**config.mk**
```make
export PLATFORM = sky130hd
export DESIGN_NAME = servo_pwm
export DESIGN_NICKNAME = d
export VERILOG_FILES = /design/src/rtl/servo_pwm.sv
export SDC_FILE = /design/constraint.sdc
export NUM_CORES = 1
export LEC_CHECK = 0
export CAP_MARGIN = 25
export CELL_PAD_IN_SITES_DETAIL_PLACEMENT = 1
export CELL_PAD_IN_SITES_GLOBAL_PLACEMENT = 1
export CORE_AREA = 4 4 130 132
export CTS_CLUSTER_DIAMETER = 100
export DETAILED_ROUTE_END_ITERATION = 10
export DIE_AREA = 0 0 134 136
export GPL_TIMING_DRIVEN = 0
export PLACE_DENSITY_LB_ADDON = 0.1
export SYNTH_ARGS = -nofsm -noshare
export SYNTH_HDL_FRONTEND = slang
export SYNTH_SLANG_ARGS = --single-unit
```
**constraint.sdc**
```tcl
create_clock -name clk -period 5.6 [get_ports clk]
set_input_delay 0.84 -clock clk [delete_from_list [all_inputs] [get_ports clk]]
set_output_delay 0.84 -clock clk [all_outputs]
set_load 0.02 [all_outputs]
```
**src/rtl/servo_pwm.sv**
```systemverilog
// Two-channel servo PWM generator with a one-deep command buffer.
// Commands are latched on accept and only applied at the period wrap.
module servo_pwm #(
  parameter int unsigned PERIOD_CYCLES = 1000000,
  parameter int unsigned MID_CYCLES    = 75000,
  parameter int unsigned SCALE         = 195,
  parameter int unsigned CW            = $clog2(PERIOD_CYCLES)
) (
  input  logic       clk,
  input  logic       reset,
  input  logic       cmd_valid,
  output logic       cmd_ready,
  input  logic [7:0] speed_l,
  input  logic [7:0] speed_r,
  input  logic       enable,
  output logic [1:0] servo,
  output logic       period_start
);

  localparam int unsigned WW = CW + 9;
  localparam logic signed [WW-1:0] MID_S   = WW'(MID_CYCLES);
  localparam logic signed [WW-1:0] SCALE_S = WW'(SCALE);
  localparam logic [CW-1:0]        LAST    = CW'(PERIOD_CYCLES - 1);
  localparam logic [CW-1:0]        MID_W   = CW'(MID_CYCLES);

  if ((MID_CYCLES <= 127 * SCALE) || (MID_CYCLES + 127 * SCALE >= PERIOD_CYCLES)) begin : g_param_check
    $error("servo_pwm: MID_CYCLES +/- 127*SCALE must lie strictly inside (0, PERIOD_CYCLES)");
  end

  // Legal parameters keep the result in (0, PERIOD_CYCLES), so the low CW bits are exact.
  function automatic logic [CW-1:0] f_width(input logic [7:0] spd);
    logic signed [7:0]    s;
    logic signed [WW-1:0] w;
    s = (spd == 8'h80) ? 8'sh81 : signed'(spd);
    w = MID_S + WW'(s) * SCALE_S;
    return w[CW-1:0];
  endfunction

  logic [CW-1:0] r_cnt;
  logic          r_pend_valid;
  logic [CW-1:0] r_pend_l;
  logic [CW-1:0] r_pend_r;
  logic [CW-1:0] r_act_l;
  logic [CW-1:0] r_act_r;
  logic          r_act_en;
  logic [1:0]    r_servo;
  logic          r_period_start;

  logic w_load;
  logic w_accept;

  always_comb begin
    w_load   = (r_cnt == LAST);
    w_accept = cmd_valid && !r_pend_valid;
  end

  always_ff @(posedge clk) begin
    if (reset) begin
      r_cnt          <= '0;
      r_pend_valid   <= 1'b0;
      r_pend_l       <= MID_W;
      r_pend_r       <= MID_W;
      r_act_l        <= MID_W;
      r_act_r        <= MID_W;
      r_act_en       <= 1'b0;
      r_servo        <= '0;
      r_period_start <= 1'b0;
    end else begin
      r_cnt          <= w_load ? '0 : r_cnt + 1'b1;
      r_period_start <= (r_cnt == '0);
      r_servo[0]     <= r_act_en && (r_cnt < r_act_l);
      r_servo[1]     <= r_act_en && (r_cnt < r_act_r);
      if (w_load) begin
        r_act_en <= enable;
        if (r_pend_valid) begin
          r_act_l      <= r_pend_l;
          r_act_r      <= r_pend_r;
          r_pend_valid <= 1'b0;
        end
      end
      // An accept on the load edge only happens with the buffer empty, so it never races the clear above.
      if (w_accept) begin
        r_pend_l     <= f_width(speed_l);
        r_pend_r     <= f_width(speed_r);
        r_pend_valid <= 1'b1;
      end
    end
  end

  assign cmd_ready    = !r_pend_valid;
  assign servo        = r_servo;
  assign period_start = r_period_start;

endmodule

```
==> flow_summary.toml <==
[outcome]
status = "finished clean"

[synth]
yosys-top-cells-area = "dfxtp_1 27%, ha_1 24%, nand2_1 6.4%"
yosys-top-cells-count = "146 x ha_1, 127 x nand2_1, 101 x dfxtp_1, 101 x inv_1, 60 x nor2_1"
async_reset_ff_share_pct = 0
synth-edff-count = 0
synth_warnings = 0
syn_avg_cell_area_um2 = 8.39
synthDistinctLibCells = 59
syn-instance-count = 890
ys.flop_type = "dfxtp_1"
syn-num-nets = 1076
synth_area_um2 = 7470
yosys.area.top_type = "dfxtp_1"
synth_seq_cells = 101
synth_top_area_share_pct = 27.1
synth-seq-area-share_pct = 27.1
yosysMostFrequentCell = "ha_1"

[sta]
finalCriticalPeriod_ns = 5.34
relSlewSlack_pct = 46.0
holdWs_ns = 0.457
max_freq_mhz = 187
worstMarginPinSlew_ns = 0.811
hold_viol_final = 0
fin_crit_sh_pct = 95.4
final-setup-viol-count = 0
setup_tns_ns = 0
clock_skew_ns = 0.00840
final-max-slew-violation-count = 0
final.setup.worst_slack_ns = 0.260

[worst_setup_path]
cp_num_buf_inv = 2
cp-start-kind = "primary input"
critPathRequiredTime_ns = 5.81
crit_chain = "clkdlybuf4s50_1 -> inv_1 -> ha_1 -> nand3_1 -> nand2b_1 -> nand2b_1 -> ha_1 -> fa_1 -> fa_1 -> fa_1 -> ha_1 -> and3_1 -> a221o_1 -> a311o_1 -> nand2_1 -> o221ai_1"
crit_path_top_delay_cell = "clkdlybuf4s50_1"
cp_slowest_stage_delay_ns = 0.58
end_kind = "register"
cp_top_family = "adder cells"
path_class = "primary input to register"
crit_arrival_ns = 5.55
cp_max_fo = 5

[clocking]
clkSinkCount = 101
cts_buffers = 9
clockBufferDepth = 2
clock_latency_ns = 0.35
clkSlewWorstSetupHoldPaths_ns = 0.07
cts-root-buf = "clkbuf_16"
h-tree-depth = 3
cts_tree = "done"

[floorplanning]
die_h_um = 136
dieArea_um2 = 18200
io_pins = 24
start_util_pct = 47.5
rows = 46
die_x_um = 134
core_um2 = 15700

[placed_design]
gp_congestion = 0.875
port-buffer-count = 23
hpwl_mm = 16.4
pre_cts_slack_ns = -0.505

[grt]
grt_pass1_wl_mm = 34.5
met2_usage_pct = 42.6
grt.busiest_layer = "met2"
grt_max_degree = 17
grt_pass1_vias = 6798
met3_usage_pct = 2.29
grt_use_total_pct = 23.3
grt_remaining_overflow = 0
met1_usage_pct = 29.1
antenna_found_initial = 0

[route]
via_per_inst = 5.48
drtIter0Drc = 221
drc = 0
final_antenna_net_count = 0
wl_mm = 20.3
vias = 6280
dr.pass1.iters = 4
wire_per_inst_um = 17.7

[power]
p_leak_nw = 3.98
irDropWorstVdd_mv = 0.163
power_mw = 2.26
p_per_area_nw_per_um2 = 271

[job]
cap_violations = 0

[layout]
areaGrowthSynthToFinish_pct = 11.7
insertedDiodeCount = 0
drive_above_1_share_pct = 3.87
fin_nets = 1111

[hold_path]
worst_hold_path_type = "register to register"
where the power goes:
group	total [mW]	switching (mW)	internal, mW
registers	0.792	0.0305	0.761
logic	0.795	0.461	0.334
clock network	0.678	0.283	0.395
flip-flops by register name (all words and copies together), names as in the netlist:
| register | count |
|---|---|
| period_start | 1 |
| r_act_r | 19 |
| servo | 2 |
| r_pend_r | 19 |
| r_act_en | 1 |
| r_cnt | 20 |
| r_pend_l | 19 |
| r_pend_valid | 1 |
| r_act_l | 19 |
per-layer routing:
metal / vias to the layer above / routed length [µm] / share of wire (%)
li1: 3132 / - / -
met1: 3020 / 9140 / 45
met2: 100 / 10300 / 51
met3: 28 / 511 / 2.5
met4: 0 / 346 / 1.7
met5: - / 0 / 0
through the flow:
step	area, µm²	cells	utilization (%)
finish	8350	1146	53.1
global route	8350	1146	53.1
CTS	8290	1145	52.8
detailed placement	7970	1129	50.7
global placement	7970	1129	50.7
floorplan	7470	890	-
cell type report:
type | count | area (µm²)
clock inverter | 5 | 82.6
fill | 1894 | 7360
inverter | 101 | 379
clock buffer | 11 | 233
tap | 216 | 270
multi-input combinational | 660 | 4980
sequential | 101 | 2020
buffer | 28 | 131
timing repair buffer | 24 | 248
cells by family after synthesis:
kind of cell | synth area share, %
AOI/OAI and AO/OA | 13.3
xor gates and xnor gates | 3.63
adders and majority gates | 29.8
buffers and inverters | 6.83
DFF | 27.1
muxes | 0.536
and+or+nand+nor | 18.8
cells in the final DEF (no fill, tap or decap), types with 4 or more instances in the layout:
cell type | netlist | final
ha_1 | 146 | 145
nand2_1 | 127 | 127
inv_1 | 101 | 101
dfxtp_1 | 101 | 101
nor2_1 | 60 | 60
a21oi_1 | 55 | 55
nand3_1 | 39 | 39
o211ai_1 | 24 | 24
clkbuf_1 | 19 | 21
nor3_1 | 22 | 20
fa_1 | 20 | 20
clkdlybuf4s50_1 | 0 | 19
o21ai_0 | 18 | 18
xor2_1 | 16 | 16
xnor2_1 | 15 | 15
a21o_1 | 14 | 14
and3_1 | 12 | 12
nand4_1 | 10 | 10
clkbuf_16 | 0 | 9
nand2b_1 | 8 | 7
nor2b_1 | 7 | 7
nor4_1 | 6 | 6
buf_4 | 4 | 5
mux2i_1 | 4 | 4
a211oi_1 | 5 | 4
dlymetal6s2s_1 | 0 | 4
worst min-delay path: cells and delay by family, from the launching register on:
family,cells,cell delay [ns]
AO/OA/AOI/OAI,1,0.05
AND/OR/NAND/NOR,1,0.05
flip-flops,1,0.31
repair_timing:
action / 4_1_cts / 5_1_grt
pin swaps: 0 / 1
setup endpoints to repair: 1 / 6
resized for setup: 1 / 13
hold buffers: 0 / 0
setup buffers: 0 / 1
path summary, 6_finish.rpt:
path / from / endpoint / slack (ns) / cells past startpoint
setup / recovery: speed_l[6] / r_pend_l[14]$_SDFFE_PP0P_ / 0.26 / 16
hold / removal: r_act_l[15]$_SDFFE_PP0P_ / r_act_l[15]$_SDFFE_PP0P_ / 0.46 / 2
setup reg to reg: r_cnt[3]$_SDFF_PP0_ / r_act_r[10]$_SDFFE_PP1P_ / 3.43 / 6
hold reg to reg: r_act_l[15]$_SDFFE_PP0P_ / r_act_l[15]$_SDFFE_PP0P_ / 0.46 / 2
Power figures use the tool's default switching activity.
